==> config.mk <==
export PLATFORM = sky130hd
export DESIGN_NAME = sd_frame_ctrl
export DESIGN_NICKNAME = d
export VERILOG_FILES = /design/src/rtl/sd_frame_ctrl.sv
export SDC_FILE = /design/constraint.sdc
export NUM_CORES = 1
export LEC_CHECK = 0
export ABC_AREA = 0
export CAP_MARGIN = 20
export CORE_ASPECT_RATIO = 1.25
export CORE_UTILIZATION = 35
export CTS_CLUSTER_SIZE = 8
export DETAILED_ROUTE_END_ITERATION = 8
export PLACE_DENSITY_LB_ADDON = 0.1
export SLEW_MARGIN = 20
export SYNTH_ARGS = -nofsm -noshare
export SYNTH_HDL_FRONTEND = slang
export SYNTH_SLANG_ARGS = --single-unit
==> constraint.sdc <==
create_clock -name clock -period 4.99 [get_ports clock]
set_clock_uncertainty 0.1 [all_clocks]
set_input_delay 0.998 -clock clock [delete_from_list [all_inputs] [get_ports clock]]
set_output_delay 0.998 -clock clock [all_outputs]
set_load 0.02 [all_outputs]
==> src/rtl/sd_frame_ctrl.sv <==
// Frame controller for the serial sequence detector: clears the detector, serializes
// handshaked words MSB-first onto its input, and counts rising edges of its output.
module sd_frame_ctrl #(
    parameter int   DATA_W    = 8,
    parameter int   LEN_W     = 8,
    parameter int   CNT_W     = 8,
    parameter int   CLR_CYC   = 2,
    parameter int   DRAIN_CYC = 2,
    parameter logic IDLE_BIT  = 1'b0
) (
    input  logic              clock,
    input  logic              reset,
    input  logic              start,
    input  logic [LEN_W-1:0]  frame_len,
    input  logic [DATA_W-1:0] in_data,
    input  logic              in_valid,
    output logic              in_ready,
    output logic              seq_out,
    output logic              det_clear,
    input  logic              det_in,
    output logic              busy,
    output logic              done,
    output logic [CNT_W-1:0]  hit_count,
    output logic              overflow,
    output logic              underrun
);

    localparam int BIT_W   = (DATA_W > 1) ? $clog2(DATA_W) : 1;
    localparam int CYC_MAX = (CLR_CYC > DRAIN_CYC) ? CLR_CYC : DRAIN_CYC;
    localparam int CYC_W   = $clog2(CYC_MAX + 1);

    typedef enum logic [2:0] {S_IDLE, S_CLEAR, S_LOAD, S_SHIFT, S_DRAIN, S_DONE} state_t;

    state_t            state_reg, state_next;
    logic              seq_reg, seq_next;
    logic              clr_reg, clr_next;
    logic              busy_reg, busy_next;
    logic              done_reg, done_next;
    logic [CNT_W-1:0]  hit_reg, hit_next;
    logic              ovf_reg, ovf_next;
    logic              unr_reg, unr_next;
    logic [LEN_W-1:0]  words_left_reg, words_left_next;
    logic              det_prev_reg, det_prev_next;
    logic [DATA_W-1:0] shreg_reg, shreg_next;
    logic [BIT_W-1:0]  bitcnt_reg, bitcnt_next;
    logic [CYC_W-1:0]  cyc_reg, cyc_next;
    logic              first_reg, first_next;
    logic              in_ready_c, accept, count_en;

    always_ff @(posedge clock or negedge reset) begin
        if (!reset) begin
            state_reg      <= S_IDLE;
            seq_reg        <= IDLE_BIT;
            clr_reg        <= 1'b0;
            busy_reg       <= 1'b0;
            done_reg       <= 1'b0;
            hit_reg        <= '0;
            ovf_reg        <= 1'b0;
            unr_reg        <= 1'b0;
            words_left_reg <= '0;
            det_prev_reg   <= 1'b0;
            shreg_reg      <= '0;
            bitcnt_reg     <= '0;
            cyc_reg        <= '0;
            first_reg      <= 1'b0;
        end else begin
            state_reg      <= state_next;
            seq_reg        <= seq_next;
            clr_reg        <= clr_next;
            busy_reg       <= busy_next;
            done_reg       <= done_next;
            hit_reg        <= hit_next;
            ovf_reg        <= ovf_next;
            unr_reg        <= unr_next;
            words_left_reg <= words_left_next;
            det_prev_reg   <= det_prev_next;
            shreg_reg      <= shreg_next;
            bitcnt_reg     <= bitcnt_next;
            cyc_reg        <= cyc_next;
            first_reg      <= first_next;
        end
    end

    always_comb begin
        state_next      = state_reg;
        seq_next        = seq_reg;
        clr_next        = clr_reg;
        busy_next       = busy_reg;
        done_next       = done_reg;
        hit_next        = hit_reg;
        ovf_next        = ovf_reg;
        unr_next        = unr_reg;
        words_left_next = words_left_reg;
        det_prev_next   = det_in;
        shreg_next      = shreg_reg;
        bitcnt_next     = bitcnt_reg;
        cyc_next        = cyc_reg;
        first_next      = first_reg;
        in_ready_c      = 1'b0;
        accept          = 1'b0;
        count_en        = 1'b0;

        case (state_reg)
            S_IDLE: begin
                if (start) begin
                    hit_next = '0;
                    ovf_next = 1'b0;
                    unr_next = 1'b0;
                    if (frame_len != '0) begin
                        words_left_next = frame_len;
                        busy_next       = 1'b1;
                        clr_next        = 1'b1;
                        seq_next        = IDLE_BIT;
                        cyc_next        = CYC_W'(CLR_CYC - 1);
                        state_next      = S_CLEAR;
                    end else begin
                        done_next  = 1'b1;
                        state_next = S_DONE;
                    end
                end
            end
            S_CLEAR: begin
                seq_next      = IDLE_BIT;
                det_prev_next = 1'b0;
                if (cyc_reg == '0) begin
                    clr_next   = 1'b0;
                    first_next = 1'b1;
                    state_next = S_LOAD;
                end else begin
                    cyc_next = cyc_reg - CYC_W'(1);
                end
            end
            S_LOAD: begin
                in_ready_c = 1'b1;
                count_en   = !first_reg;
                if (in_valid) begin
                    accept = 1'b1;
                end else begin
                    seq_next = IDLE_BIT;
                    // The first word may arrive late without it counting as a stall.
                    if (!first_reg) unr_next = 1'b1;
                end
            end
            S_SHIFT: begin
                count_en = 1'b1;
                if (bitcnt_reg != '0) begin
                    seq_next    = shreg_reg[DATA_W-1];
                    shreg_next  = shreg_reg << 1;
                    bitcnt_next = bitcnt_reg - BIT_W'(1);
                end else begin
                    // Last-bit cycle: accepting here keeps the bit stream gap-free.
                    in_ready_c = (words_left_reg != '0);
                    if (in_ready_c && in_valid) begin
                        accept = 1'b1;
                    end else begin
                        seq_next = IDLE_BIT;
                        if (words_left_reg != '0) begin
                            state_next = S_LOAD;
                        end else begin
                            cyc_next   = CYC_W'(DRAIN_CYC - 1);
                            state_next = S_DRAIN;
                        end
                    end
                end
            end
            S_DRAIN: begin
                count_en = 1'b1;
                seq_next = IDLE_BIT;
                if (cyc_reg == '0) begin
                    done_next  = 1'b1;
                    busy_next  = 1'b0;
                    state_next = S_DONE;
                end else begin
                    cyc_next = cyc_reg - CYC_W'(1);
                end
            end
            S_DONE: begin
                done_next  = 1'b0;
                state_next = S_IDLE;
            end
            default: state_next = S_IDLE;
        endcase

        if (accept) begin
            shreg_next      = in_data << 1;
            seq_next        = in_data[DATA_W-1];
            bitcnt_next     = BIT_W'(DATA_W - 1);
            words_left_next = words_left_reg - LEN_W'(1);
            first_next      = 1'b0;
            state_next      = S_SHIFT;
        end

        // Count rising edges only; a saturated counter flags overflow instead.
        if (count_en && det_in && !det_prev_reg) begin
            if (hit_reg == '1) ovf_next = 1'b1;
            else               hit_next = hit_reg + CNT_W'(1);
        end
    end

    assign in_ready  = in_ready_c;
    assign seq_out   = seq_reg;
    assign det_clear = clr_reg;
    assign busy      = busy_reg;
    assign done      = done_reg;
    assign hit_count = hit_reg;
    assign overflow  = ovf_reg;
    assign underrun  = unr_reg;

endmodule

==> impl_metrics.tcl, run 1 <==
set metrics [dict create \
    vias 1814 \
    area_delta_synth_final_pct 23.9 \
    intPower_w 0.000867 \
    dp_hpwl_microns 3580 \
    routed_wl_microns 5060 \
    synth-main-ff-cell "dfrtp_1" \
    worst-path-buf-inv 2 \
    grt_pass1_vias 1786 \
    grt_usage 0.171 \
    place.port_buffers 35 \
    drt_iter0_markers 89 \
    setup_slack_ns 1.18 \
    worstSetupPathType "flop to output port" \
    ir_drop_mv 0.233 \
    place_congestion 0.763 \
    synthAdderAreaFrac 0.0332 \
    ys_types 55 \
    end_kind "output port" \
    swShare 0.384 \
    grt_first_pass_wirelength_microns 8740 \
    die_w_microns 72.7 \
    p_switching_w 0.000541 \
    synthCells 235 \
    syn_avg_cell_area_sq_um 9.30 \
    synth_edf_count 0 \
    ff2ff_setup_slack_ns 2.37 \
    diodes 0 \
    postCtsHoldBufs 0 \
    drive_above_1_share 0.0858 \
    rsz0062_at_grt "false" \
    initial_core_util 0.371 \
    setup_viol 0 \
    hold_class "flop to flop" \
    syn-num-nets 261 \
    hold_depth 1 \
    synth_top_cell_area_share 0.447 \
    rr_worst_depth 5 \
    cpLargestDelayFamily "simple AND/OR/NAND/NOR gates" \
    p_total_w 0.00141 \
    cts_repair_resize_count 0 \
    antenna_found_initial 0 \
    grt_max_degree 40 \
    yosys.area_share.simple 0.223 \
    synth_area_leaders "dfrtp_1 45%, nand2_1 5.8%, nor2_1 3.6%" \
    seqPwrFrac 0.395 \
    synth_top_family_by_area "simple AND/OR/NAND/NOR gates" \
    required_ns 3.89 \
    fmax_mhz 262 \
    tightest_slew_ns 0.905 \
    synth_common_cells "39 x dfrtp_1, 34 x nand2_1, 21 x nor2_1, 9 x o21ai_0" \
    r2r-start "state_reg[1]$_DFFE_PN0P_" \
    routed_via_density 5.18 \
    rows 31 \
    synth-seq-cells 39 \
    clk_latency_ns 0.30 \
    die_area_sq_um 6560 \
    path_max_fanout 6 \
    pwr-share-clk 0.195 \
    ios 36 \
    pre_cts_slack_ns 1.48 \
    clockRootBuffer "clkbuf_8" \
    tns_ns 0 \
    numCtsBuffers 5 \
    slew_headroom 0.397 \
    outcome "completed" \
    die_h_microns 90.3 \
    htree_levels 2 \
    drt_pre_antenna_iters 4 \
    min_period_over_period 0.764 \
    synth.most_common_cell "dfrtp_1" \
    ant_nets 0 \
    drc 0 \
    ys_seq_area_frac 0.447 \
    finalHoldViolations 0 \
    wire_per_inst_microns 14.5 \
    critical_path_depth 7 \
    worstPathCellList "inv_1, ha_1, or4b_4, nor4_4, o21ai_0, and3_1, clkdlybuf4s50_1" \
    powerDensity_nw_per_um2 520 \
    cts_num_sinks 39 \
    cp_slowest_cell "clkdlybuf4s50_1" \
    p_leak_nw 1.17 \
    muxShareOfSynthArea 0.0281 \
    final_nets 293 \
    synth_xor_xnor_area_share 0.00802 \
    cts_buffer_depth 2 \
    period_needed_ns 3.81 \
    min_from "shreg_reg[7]$_DFFE_PN0P_" \
    crit_start "words_left_reg[0]$_DFFE_PN0P_" \
    startpoint_type "flop" \
    post_cts_buffers 0 \
    critPathMaxStageDelay_ns 0.53 \
    postSynth.asyncResetShare 1.00 \
    yosysWarnings 0 \
    crit_arrival_ns 2.72 \
    clkTransAtPathRegs_ns 0.08 \
    slew_violations 0 \
    cts_tree "built" \
    yosysTopAreaCell "dfrtp_1" \
    core-area_sq_um 5900 \
    p_comb_frac 0.411 \
    synth-compound-area-share 0.219 \
    drv_cap 0 \
    layout.cells.non_filler 350 \
    overflow 0 \
    numPlacedInstances 342 \
    syn_area_sq_um 2180 \
]
==> cells by family after synthesis <==
logic type	count (synthesis)
simple gates	97
compound gates	65
buf+inv	20
fa+ha+maj	6
mux	6
flops	39
xor+xnor	2
==> placed cells by master (no fill, tap or decap), drive strengths merged, types with 5 or more instances in the layout <==
master	n
a21o	7
a21oi	8
a22o	7
a31oi	5
clkbuf	6
clkdlybuf4s50	34
dfrtp	39
ha	5
inv	8
mux2i	5
nand2	34
nand3	6
nor2	22
nor3	7
o211ai	6
o21ai	9
==> layer usage <==
metal | global-route usage | wire (microns)
met1 | 0.221 | 2300
met2 | 0.284 | 2530
met3 | 0.0324 | 160
met4 | 0.0539 | 62
met5 | 0 | 0
==> worst reg2reg max path, cell delays in order, from the launching register on <==
cell and delay, ns:
dfrtp_1 0.75, nand3b_1 0.32, or2_2 0.38, o22ai_2 0.52, a31oi_1 0.16, a211o_1 0.28
==> final timing paths <==
path | end
max | in_ready
max in group asynchronous | words_left_reg[3]$_DFFE_PN0P_
max reg2reg | words_left_reg[4]$_DFFE_PN0P_
min | shreg_reg[7]$_DFFE_PN0P_
min in group asynchronous | hit_count[6]$_DFF_PN0_
min reg2reg | shreg_reg[7]$_DFFE_PN0P_
==> per-stage QoR <==
| step | instance area [sq um] | util | hold slack [ns] |
|---|---|---|---|
| global route | 2710 | 0.459 | 0.409 |
| detailed placement | 2590 | 0.439 | 0.364 |
| global placement | 2590 | 0.439 | 0.364 |
| CTS | 2710 | 0.459 | 0.383 |
| finish | 2710 | 0.459 | 0.383 |
| floorplan | 2180 | - | 0.349 |
==> power by group through the flow <==
stage          Clock (W)  Combinational, W  Sequential, W
5_1_grt         0.000299          0.000658       0.000577
3_5_place_dp           0          0.000586       0.000562
4_1_cts         0.000285          0.000588       0.000556
3_3_place_gp           0          0.000582       0.000559
6_report        0.000274          0.000578       0.000556
2_1_floorplan          0          0.000415       0.000549
==> layout make-up <==
cell class,instances,area (sq um)
clock inverters,2,35.0
multi-input cells,176,1120
repair buffers,36,353
inverters,9,33.8
flip-flops and latches,39,976
well taps,82,103
clock buffers,6,82.6
fillers,598,3190
No activity file was read; power rests on OpenSTA's default activity.
==> run 2: changes to the inputs <==
==> constraint.sdc (replaced) <==
create_clock -name clock -period 3.9 [get_ports clock]
set_clock_uncertainty 0.1 [all_clocks]
set_input_delay 0.78 -clock clock [delete_from_list [all_inputs] [get_ports clock]]
set_output_delay 0.78 -clock clock [all_outputs]
set_load 0.02 [all_outputs]
==> impl_metrics.tcl, run 2 (synthesis gave the netlist of run 1 again) <==
set metrics [dict create \
    outcome "completed" \
    ant_nets 0 \
    powerDensity_nw_per_um2 662 \
    initial_core_util 0.371 \
    die_w_microns 72.7 \
    drc 0 \
    post_cts_buffers 0 \
    die_area_sq_um 6560 \
    cts_num_sinks 39 \
    clockRootBuffer "clkbuf_8" \
    core-area_sq_um 5900 \
    dp_hpwl_microns 3530 \
    place_congestion 0.775 \
    clkTransAtPathRegs_ns 0.08 \
    p_leak_nw 1.18 \
    area_delta_synth_final_pct 24.6 \
    place.port_buffers 35 \
    min_period_over_period 0.923 \
    finalHoldViolations 0 \
    setup_slack_ns 0.300 \
    layout_commonest_cell "dfrtp_1" \
    drv_cap 0 \
    period_needed_ns 3.60 \
    rows 31 \
    r2r-end "words_left_reg[4]$_DFFE_PN0P_" \
    ff2ff_setup_slack_ns 1.32 \
    tns_ns 0 \
    startpoint_type "flop" \
    htree_levels 2 \
    layout_common_cells "39 x dfrtp_1, 34 x nand2_1, 34 x clkdlybuf4s50_1" \
    grt_usage 0.173 \
    end_kind "output port" \
    die_h_microns 90.3 \
    setup_viol 0 \
    slew_headroom 0.409 \
    cts_repair_resize_count 0 \
    path_max_fanout 6 \
    fmax_mhz 278 \
    antenna_found_initial 0 \
    slew_violations 0 \
    hold_class "flop to flop" \
    rr_worst_depth 5 \
    drt_iter0_markers 83 \
    clk_latency_ns 0.29 \
    ir_drop_mv 0.302 \
    cts_tree "built" \
    fill_cells 610 \
    required_ns 3.02 \
    postCtsHoldBufs 0 \
    crit_arrival_ns 2.72 \
    routed_wl_microns 4980 \
    tightest_slew_ns 0.887 \
    worstSetupPathType "flop to output port" \
    grt_pass1_vias 1799 \
    final_nets 295 \
    drive_above_1_share 0.0926 \
    cts_buffer_depth 2 \
    vias 1877 \
    r2r-start "state_reg[1]$_DFFE_PN0P_" \
    pre_cts_slack_ns 0.641 \
    grt_max_degree 40 \
    crit_start "words_left_reg[0]$_DFFE_PN0P_" \
    crit_end "in_ready" \
    overflow 0 \
    ios 36 \
    drt_pre_antenna_iters 4 \
    diodes 0 \
    numCtsBuffers 5 \
    wire_per_inst_microns 14.2 \
    grt_first_pass_wirelength_microns 8850 \
    rsz0062_at_grt "false" \
    routed_via_density 5.33 \
]
run 2: critical path, stage by stage, from the launching register on:
cell	delay, ns
dfrtp_1	0.41
inv_1	0.06
ha_1	0.21
or4b_4	0.52
nor4_4	0.31
o21ai_0	0.15
and3_1	0.23
clkdlybuf4s50_1	0.53
run 2: layout make-up:
| type | count | area, sq um | area share |
|---|---|---|---|
| Sequential cell | 39 | 976 | 0.358 |
| Clock buffer | 6 | 82.6 | 0.0303 |
| Multi-Input combinational cell | 176 | 1120 | 0.413 |
| Inverter | 9 | 33.8 | 0.0124 |
| Timing Repair Buffer | 38 | 368 | 0.135 |
| Clock inverter | 2 | 35.0 | 0.0129 |
| Tap cell | 82 | 103 | 0.0377 |
run 2: power breakdown:
| part | leakage (nW) | internal (W) | switching [W] | total (W) |
|---|---|---|---|---|
| logic | 0.638 | 0.000351 | 0.000386 | 0.000737 |
| clock network | 0.0612 | 0.000207 | 0.000147 | 0.000355 |
| registers | 0.479 | 0.000552 | 0.000159 | 0.000711 |
run 2: how the worst min path moves through the flow:
stage	end	cells after the start	startpoint
final	det_clear$_DFFE_PN0P_	2	det_clear$_DFFE_PN0P_
after global routing	det_clear$_DFFE_PN0P_	2	det_clear$_DFFE_PN0P_
after CTS	det_clear$_DFFE_PN0P_	2	det_clear$_DFFE_PN0P_
after detailed placement	shreg_reg[2]$_DFFE_PN0P_	1	shreg_reg[2]$_DFFE_PN0P_
after global placement	det_clear$_DFFE_PN0P_	2	det_clear$_DFFE_PN0P_
after floorplan	shreg_reg[5]$_DFFE_PN0P_	1	shreg_reg[5]$_DFFE_PN0P_
run 2: per-layer routing:
metal  vias to the layer above  share of wire  GRT usage
met5                         -              0          0
met4                         0          0.019     0.0654
met3                        10          0.037     0.0346
met2                        37           0.49      0.279
met1                       901           0.46      0.224
li1                        929              -          -
run 2: metrics by stage:
step	hold WS [ns]	power [W]	instance area, sq um	utilization	std cells
after floorplan	0.349	0.00123	2180	-	235
after global placement	0.365	0.00146	2610	0.442	344
after detailed placement	0.367	0.00146	2610	0.442	344
after CTS	0.389	0.00183	2720	0.462	352
after global routing	0.406	0.00197	2720	0.462	352
final	0.382	0.00180	2720	0.462	352
